--- config.mk ---
export PLATFORM = sky130hd
export DESIGN_NAME = debug_uart_tx
export DESIGN_NICKNAME = d
export VERILOG_FILES = /design/src/rtl/debug_pkg.sv /design/src/rtl/debug_uart_tx_byte.sv /design/src/rtl/debug_uart_tx.sv
export SDC_FILE = /design/constraint.sdc
export NUM_CORES = 1
export LEC_CHECK = 0
export CAP_MARGIN = 20
export CORE_MARGIN = 5
export CORE_UTILIZATION = 40
export CTS_CLUSTER_DIAMETER = 120
export CTS_CLUSTER_SIZE = 28
export DETAILED_ROUTE_END_ITERATION = 10
export PLACE_DENSITY_LB_ADDON = 0.25
export REMOVE_ABC_BUFFERS = 1
export SLEW_MARGIN = 20
export SYNTH_ARGS = -nofsm -noshare
export SYNTH_HDL_FRONTEND = slang
export SYNTH_SLANG_ARGS = --single-unit
--- constraint.sdc ---
create_clock -name clk_i -period 3.56 [get_ports clk_i]
set_input_delay 0.712 -clock clk_i [delete_from_list [all_inputs] [get_ports clk_i]]
set_output_delay 0.712 -clock clk_i [all_outputs]
set_load 0.005 [all_outputs]
--- src/rtl/debug_pkg.sv ---
// Shared constants, state types and checksum helper for the debug UART transmitter.
package debug_pkg;

    localparam logic [7:0] DBG_SYNC_BYTE = 8'hA5;
    localparam int         DBG_NUM_PORTS = 7;
    localparam int         DBG_PKT_BYTES = 9;

    typedef enum logic {
        DBG_IDLE = 1'b0,
        DBG_SEND = 1'b1
    } dbg_state_t;

    typedef enum logic [1:0] {
        SER_IDLE  = 2'd0,
        SER_START = 2'd1,
        SER_DATA  = 2'd2,
        SER_STOP  = 2'd3
    } ser_state_t;

    function automatic logic [7:0] dbg_checksum(input logic [DBG_NUM_PORTS-1:0][7:0] ports);
        logic [7:0] acc;
        acc = 8'h00;
        for (int i = 0; i < DBG_NUM_PORTS; i++) begin
            acc = acc ^ ports[i];
        end
        return acc;
    endfunction

endpackage

--- src/rtl/debug_uart_tx_byte.sv ---
// 8N1 byte serializer. A start request during the last stop-bit cycle chains
// the next byte with no idle gap; done_o pulses the cycle after each stop bit.
//
// state     | meaning
// SER_IDLE  | line high, waiting for start_i
// SER_START | driving start bit (0)
// SER_DATA  | driving data bits 0..7, LSB first
// SER_STOP  | driving stop bit (1); may reload for the next byte
module uart_tx_byte
    import debug_pkg::*;
#(
    parameter int CLKS_PER_BIT = 434
) (
    input  logic       clk_i,
    input  logic       nreset_i,
    input  logic       start_i,
    input  logic [7:0] data_i,
    output logic       tx_o,
    output logic       busy_o,
    output logic       done_o
);

    localparam int CNT_W = (CLKS_PER_BIT > 1) ? $clog2(CLKS_PER_BIT) : 1;
    localparam logic [CNT_W-1:0] CNT_LAST = CNT_W'(CLKS_PER_BIT - 1);

    ser_state_t       state;
    logic [CNT_W-1:0] baud_cnt;
    logic [2:0]       bit_cnt;
    logic [7:0]       shift_reg;
    logic             tx_q;
    logic             done_q;
    logic             bit_end;

    assign bit_end = (baud_cnt == CNT_LAST);
    assign tx_o    = tx_q;
    assign busy_o  = (state != SER_IDLE);
    assign done_o  = done_q;

    always_ff @(posedge clk_i) begin
        if (!nreset_i) begin
            state     <= SER_IDLE;
            baud_cnt  <= '0;
            bit_cnt   <= '0;
            shift_reg <= '0;
            tx_q      <= 1'b1;
            done_q    <= 1'b0;
        end else begin
            done_q <= 1'b0;
            case (state)
                SER_IDLE: begin
                    if (start_i) begin
                        state     <= SER_START;
                        shift_reg <= data_i;
                        tx_q      <= 1'b0;
                        baud_cnt  <= '0;
                        bit_cnt   <= '0;
                    end
                end
                SER_START: begin
                    if (bit_end) begin
                        baud_cnt <= '0;
                        tx_q     <= shift_reg[0];
                        state    <= SER_DATA;
                    end else begin
                        baud_cnt <= baud_cnt + 1'b1;
                    end
                end
                SER_DATA: begin
                    if (bit_end) begin
                        baud_cnt  <= '0;
                        shift_reg <= {1'b0, shift_reg[7:1]};
                        if (bit_cnt == 3'd7) begin
                            tx_q  <= 1'b1;
                            state <= SER_STOP;
                        end else begin
                            tx_q    <= shift_reg[1];
                            bit_cnt <= bit_cnt + 1'b1;
                        end
                    end else begin
                        baud_cnt <= baud_cnt + 1'b1;
                    end
                end
                SER_STOP: begin
                    if (bit_end) begin
                        baud_cnt <= '0;
                        done_q   <= 1'b1;
                        if (start_i) begin
                            state     <= SER_START;
                            shift_reg <= data_i;
                            tx_q      <= 1'b0;
                            bit_cnt   <= '0;
                        end else begin
                            state <= SER_IDLE;
                        end
                    end else begin
                        baud_cnt <= baud_cnt + 1'b1;
                    end
                end
                default: state <= SER_IDLE;
            endcase
        end
    end

endmodule

--- src/rtl/debug_uart_tx.sv ---
// Snapshots seven debug bytes on a trigger and sends sync + data + XOR checksum as 8N1.
//
// state    | meaning
// DBG_IDLE | no packet in flight
// DBG_SEND | feeding packet bytes 0..8 to the serializer
module debug_uart_tx
    import debug_pkg::*;
#(
    parameter int         CLKS_PER_BIT = 434,
    parameter logic [7:0] SYNC_BYTE    = DBG_SYNC_BYTE
) (
    input  logic       clk_i,
    input  logic       nreset_i,
    input  logic       trigger_i,
    input  logic [7:0] debug1_i,
    input  logic [7:0] debug2_i,
    input  logic [7:0] debug3_i,
    input  logic [7:0] debug4_i,
    input  logic [7:0] debug5_i,
    input  logic [7:0] debug6_i,
    input  logic [7:0] debug7_i,
    output logic       tx_o,
    output logic       busy_o,
    output logic       done_o
);

    localparam int IDX_W = $clog2(DBG_PKT_BYTES);
    localparam logic [IDX_W-1:0] IDX_LAST = IDX_W'(DBG_PKT_BYTES - 1);

    dbg_state_t                     state;
    logic [IDX_W-1:0]               byte_idx;
    logic [IDX_W-1:0]               next_idx;
    logic [DBG_NUM_PORTS-1:0][7:0]  ports;
    logic [DBG_NUM_PORTS-1:0][7:0]  snap;
    logic [7:0]                     checksum;
    logic [7:0]                     next_byte;
    logic                           accept;
    logic                           ser_start;
    logic [7:0]                     ser_data;
    logic                           ser_tx;
    logic                           ser_busy;
    logic                           ser_done;

    assign ports    = {debug7_i, debug6_i, debug5_i, debug4_i, debug3_i, debug2_i, debug1_i};
    assign accept   = trigger_i && !ser_busy;
    assign next_idx = byte_idx + 1'b1;

    // The serializer loads byte idx+1 at the end of byte idx, so the mux looks one ahead.
    always_comb begin
        next_byte = SYNC_BYTE;
        if (next_idx == IDX_LAST) begin
            next_byte = checksum;
        end else begin
            for (int i = 0; i < DBG_NUM_PORTS; i++) begin
                if (next_idx == IDX_W'(i + 1)) begin
                    next_byte = snap[i];
                end
            end
        end
    end

    assign ser_start = accept || ((state == DBG_SEND) && (byte_idx != IDX_LAST));
    assign ser_data  = accept ? SYNC_BYTE : next_byte;

    uart_tx_byte #(
        .CLKS_PER_BIT(CLKS_PER_BIT)
    ) u_byte (
        .clk_i   (clk_i),
        .nreset_i(nreset_i),
        .start_i (ser_start),
        .data_i  (ser_data),
        .tx_o    (ser_tx),
        .busy_o  (ser_busy),
        .done_o  (ser_done)
    );

    always_ff @(posedge clk_i) begin
        if (!nreset_i) begin
            state    <= DBG_IDLE;
            byte_idx <= '0;
            snap     <= '0;
            checksum <= '0;
        end else if (accept) begin
            state    <= DBG_SEND;
            byte_idx <= '0;
            snap     <= ports;
            checksum <= dbg_checksum(ports);
        end else if ((state == DBG_SEND) && ser_done) begin
            if (byte_idx == IDX_LAST) begin
                state    <= DBG_IDLE;
                byte_idx <= '0;
            end else begin
                byte_idx <= next_idx;
            end
        end
    end

    assign tx_o   = ser_tx;
    assign busy_o = ser_busy;
    assign done_o = (state == DBG_SEND) && ser_done && (byte_idx == IDX_LAST);

endmodule

Yosys cells after proc, flatten, opt, wreduce, memory -nomap -nowiden --
Cells that the tools add are included.
Operators by class: bitwise logic cells 7, reductions and logical operators 19, eq/ne operators 21, $add $sub $neg 3, mux-type cells 39
Operator list (count):
- $mux 8 | 12
- $xor 8x8->8 | 6
- $pmux 8 s3 | 1
- $mux 9 | 2
- $pmux 9 s2 | 1
- $eq 4x3->1 const B | 4
- $mux 3 | 4
- $mux 1 | 10
- $mux 2 | 5
- $add 9x1->9 const B | 1
- $eq 9x9->1 const B | 1
- $pmux 3 s3 | 1
- $eq 4x2->1 const B | 2
- $eq 4x4->1 const B | 2
- $ne 2x1->1 const B | 4
- $pmux 2 s4 | 1
- $reduce_and 3->1 | 2
- $reduce_bool 2->1 | 3
- $reduce_and 5->1 | 1
- $add 4x1->4 const B | 1
- $eq 2x2->1 const B | 2
- $eq 4x1->1 const B | 1
- $logic_and 1x1->1 | 4
- $mux 4 | 1
- 15 further kinds | 17
Word-level totals: input bits 59, register bits after elaboration 93, output and inout bits 3, logic and storage cells 105

Longest topological paths before layout --
word-level depth 14, gate-level depth with buffers 8, mapped depth without buffers 7

Cells and area by module --
Synthesis repeated with hierarchy kept, for this count alone.
Unflattened totals: cell total of the unflattened synthesis 683, area total of the unflattened synthesis 5361.4 µm²
Modules (own cells, without submodules):
- debug_uart_tx | cells each 534, times used 1, seq. area each 1381.3 µm², area each 4035.1 µm²
- uart_tx_byte | cells each 149, times used 1, seq. area each 480.5 µm², area each 1326.3 µm²

Worst setup path after synthesis --
No wires, ideal clock.
path type register -> register, from register byte_idx[0], to register u_byte.shift_reg[7], required time 3.441 ns, stages on the path, launching flop included 9, path buffers 2, arrival 1.987 ns, setup slack 1.454 ns, path through dfxtp_1 > ha_1 > buf_2 > or3b_2 > o41a_1 > buf_6 > o211ai_1 > a21oi_1 > o221a_2
Between the ends: word-level cells in the longest chain between the ends 14, elaborated cells on any way between the ends 24
Ends and longest elaborated chain:
- start: declaration | line debug_uart_tx.sv:31 | logic [IDX_W-1:0] byte_idx;
- start signal: assignment | line debug_uart_tx.sv:93 | byte_idx <= next_idx;
- $add 4x1->4 | line debug_uart_tx.sv:46 | assign next_idx = byte_idx + 1'b1;
- $eq 4x1->1 | line debug_uart_tx.sv:55 | if (next_idx == IDX_W'(i + 1)) begin
- $mux 8 (7 in series) | line debug_uart_tx.sv:55
- $mux 8 | line debug_uart_tx.sv:51 | if (next_idx == IDX_LAST) begin
- $mux 8 | line debug_uart_tx.sv:63 | assign ser_data = accept ? SYNC_BYTE : next_byte;
- $mux 8 (*) | line debug_uart_tx_byte.sv:51, debug_uart_tx_byte.sv:87
- $mux 8 | line debug_uart_tx_byte.sv:84 | if (bit_end) begin
- $pmux 8 s3 (*) | line debug_uart_tx_byte.sv:49 | case (state)
- end signal: assignment | line debug_uart_tx_byte.sv:53 | shift_reg <= data_i;
- end signal: assignment | line debug_uart_tx_byte.sv:71 | shift_reg <= {1'b0, shift_reg[7:1]};
- end signal: assignment | line debug_uart_tx_byte.sv:89 | shift_reg <= data_i;
- end: declaration | line debug_uart_tx_byte.sv:29 | logic [7:0] shift_reg;
Every way passes the cells marked *; elsewhere a longest branch is shown, timed or not. The select of a mux whose other input is x is not followed. A chain may end at the register's enable or synchronous reset.

Worst setup path after layout --
from register byte_idx[0], to output done_o
Between the ends: word-level cells in the longest chain between the ends 2
Ends and longest elaborated chain:
- $eq 4x4->1 | line debug_uart_tx.sv:100 | assign done_o = (state == DBG_SEND) && ser_done && (byte_idx == IDX_LAST);
- $logic_and 1x1->1 | line debug_uart_tx.sv:100
- end: declaration | line debug_uart_tx.sv:24 | output logic done_o
No other way between the ends.

==> qor.yml <==
power:
  p_per_area_mw_per_mm2: 558.5
  seqPwrFrac_pct: 39.8
  ir_drop_mv: 0.2494
  pwr-share-comb_pct: 34.8
  p_sw_mw: 1.193
  p_clk_share_pct: 25.4
  leakage_nw: 2.135
  p_int_mw: 2.197
  netSwitchingFraction_pct: 35.20
synth:
  syn_inst: 652
  synth_top_area_share_pct: 36.61
  yosysWarnings: 0
  synthArstFlopShare_pct: 0
  ys_ff_latch: 93
  yosysSeqAreaShare_pct: 36.61
  synth_top_family_by_area: "compound AO/OA/AOI/OAI gates"
  ys.flop_type: "dfxtp_1"
  syn-mean-instance-area_um2: 7.799
  syn_area_mm2: 0.005085
  synth_xor_xnor_area_share_pct: 8.268
  synthSimpleGateAreaFrac_pct: 22.56
  synth_compound_area_share_pct: 23.67
  yosys.area.top_type: "dfxtp_1"
  synthMuxAreaShare_pct: 0.7874
  synth.distinct_cells: 69
  yosys.area_share.adder_pct: 3.691
  yosys-top-cells-count: "nand2_1, a21oi_1, dfxtp_1, xnor2_1, o21ai_0"
  synth_edf_count: 0
  synth_area_leaders: "dfxtp_1, nand2_1, a21oi_1"
  yosysMostFrequentCell: "nand2_1"
detailed_routing:
  first_iter_violations: 298
  wl_per_cell_um: 14.58
  first_pass_iters: 7
  routed_via_density: 5.326
  route.detailed.drc: 0
  drt-total-wl_mm: 12.66
  num_vias: 4623
  drtAntennaViolNets: 0
setup_path:
  critPathCaptureType: "output pin"
  crit_type: "reg2out"
  start_kind: "flop"
  crit_arrival_ns: 1.88
  crit_required_ns: 2.85
  crit_fanout: 10
floorplanning:
  placementRows: 41
  core_area_mm2: 0.01252
  start_util_pct: 40.62
  die_area_mm2: 0.01507
  die_h_um: 122.8
  io_pins: 62
  die_w_um: 122.8
cells_and_area:
  final_nets: 766
  final_core_util_pct: 48.50
  largest_reg_flops: 56
  reg.largest.list: "snap: 56 flops, u_byte.baud_cnt: 9 flops"
  synthToLayoutAreaGrowth_pct: 19.39
  n_antenna_cell: 0
  nFillCells: 1300
  drive_gt1_share_pct: 5.603
  top_register: "snap"
grt:
  grt_busiest_layer: "met2"
  grt_util_met3_pct: 3.917
  grt_antenna_before_repair: 0
  gr-usage-all-layers_pct: 17.68
  use_met2_pct: 28.25
  grt_max_degree: 68
  first_global_vias: 4589
  globalRoute.totalOverflow: 0
  grt_pass1_wl_mm: 21.63
  grt.met1_usage_pct: 23.91
cts:
  cts_root_buffer: "clkbuf_16"
  post_cts_buffers: 0
  clk_pin_slew_worst_paths_ns: 0.06
  holdBufCountCts: 0
  htree_levels: 3
  cts_tree: "built"
  cts_buffer_depth: 2
  clock_latency_ns: 0.34
  clock-sinks: 93
  cts.repair.resized: 0
  cts_inserted_buffers: 9
sta:
  slew-limit-headroom_pct: 34.60
  skew_ns: 0.008652
  setup_violations: 0
  fmax_mhz: 385.1
  rsz0062_at_grt: "no"
  tightest_slew_ns: 0.9809
  tns_ns: 0
  slew_viol_final: 0
  period_share_pct: 72.93
  setup_slack_ns: 0.9636
  finalCriticalPeriod_ns: 2.596
  finalHoldViolations: 0
run:
  drv_cap: 0
place:
  place.gp.congestion: 0.9258
  place_ws_ns: 0.9237
  dp_hpwl_mm: 9.063
  portBuffers: 61
worst_hold_path:
  hold_path_class: "reg2reg"
outcome:
  status: "complete, no violations"
-- path summary, 6_finish.rpt --
path | to | slack, ns | start | cells after the start
setup / recovery | done_o | 0.96 | byte_idx[0] | 5
hold / removal | snap[47] | 0.46 | snap[47] | 2
setup reg to reg | u_byte.shift_reg[7] | 1.10 | byte_idx[1] | 6
hold reg to reg | snap[47] | 0.46 | snap[47] | 2
-- cell families (layout without fill, tap and decap cells) --
kind of cell,Yosys count,in the layout
adder cells (fa/ha/maj),15,15
XOR/XNOR,48,48
AND/OR/NAND/NOR,248,248
buffers and inverters,54,98
multiplexers,4,4
AO/OA/AOI/OAI,190,190
flip-flops,93,93
-- cell usage in the layout, fill, tap and decap left out, types with 3 or more instances in the layout --
cell type,Yosys,final
a211oi_1,5,5
a21oi_1,98,98
a221o_1,3,3
a31oi_1,4,4
a32o_1,4,4
and2_1,3,3
and3_1,5,5
buf_4,1,6
clkbuf_1,25,3
clkbuf_16,0,9
clkdlybuf4s50_1,0,61
dfxtp_1,93,93
ha_1,15,15
inv_1,14,14
mux2i_1,4,4
nand2_1,162,161
nand2b_1,7,7
nand3_1,5,5
nand3b_1,6,6
nor2_1,22,22
nor2b_1,14,14
nor3b_1,6,6
o2111ai_1,3,3
o21ai_0,28,28
o221ai_1,6,6
o22a_2,4,4
o22ai_1,3,3
o31ai_1,3,3
xnor2_1,32,32
xor2_1,16,16
-- routing by layer --
| layer | vias to the layer above | wire (µm) |
|---|---|---|
| li1 | 2333 | - |
| met1 | 2185 | 6046 |
| met2 | 92 | 5916 |
| met3 | 13 | 543 |
| met4 | 0 | 150 |
| met5 | - | 0 |
-- area by class of cell --
class                      count  area (µm²)  area share, %
sequential                    93        1862          30.67
timing repair buffer          68       675.6          11.13
tap                          172       215.2          3.545
inverter                      15       56.30         0.9275
clock inverter                 2       10.01         0.1649
multi-input combinational    505        3002          49.44
clock buffer                  13       250.2          4.122
-- power groups by stage --
stage | registers [mW] | logic (mW) | clock network, mW
floorplan | 1.33 | 0.828 | 0
global placement | 1.37 | 1.14 | 0
detailed placement | 1.37 | 1.17 | 0
CTS | 1.35 | 1.18 | 0.885
global route | 1.37 | 1.32 | 0.932
finish | 1.35 | 1.18 | 0.861
-- worst max-delay path: stages (launching register included) --
cell and delay [ns]:
dfxtp_1 0.40, inv_1 0.16, ha_1 0.24, nand3b_4 0.12, nor2_1 0.12, clkdlybuf4s50_1 0.50
-- metrics by stage --
step	power [mW]	hold slack [ns]	instances	instance area, µm²
3_5_place_dp	2.540	0.4474	853	5811
4_1_cts	3.413	0.4570	868	6071
2_1_floorplan	2.158	0.4268	613	4917
3_3_place_gp	2.505	0.4432	853	5811
5_1_grt	3.624	0.4770	868	6071
6_report	3.391	0.4551	868	6071
No activity file was read; power rests on OpenSTA's default activity.
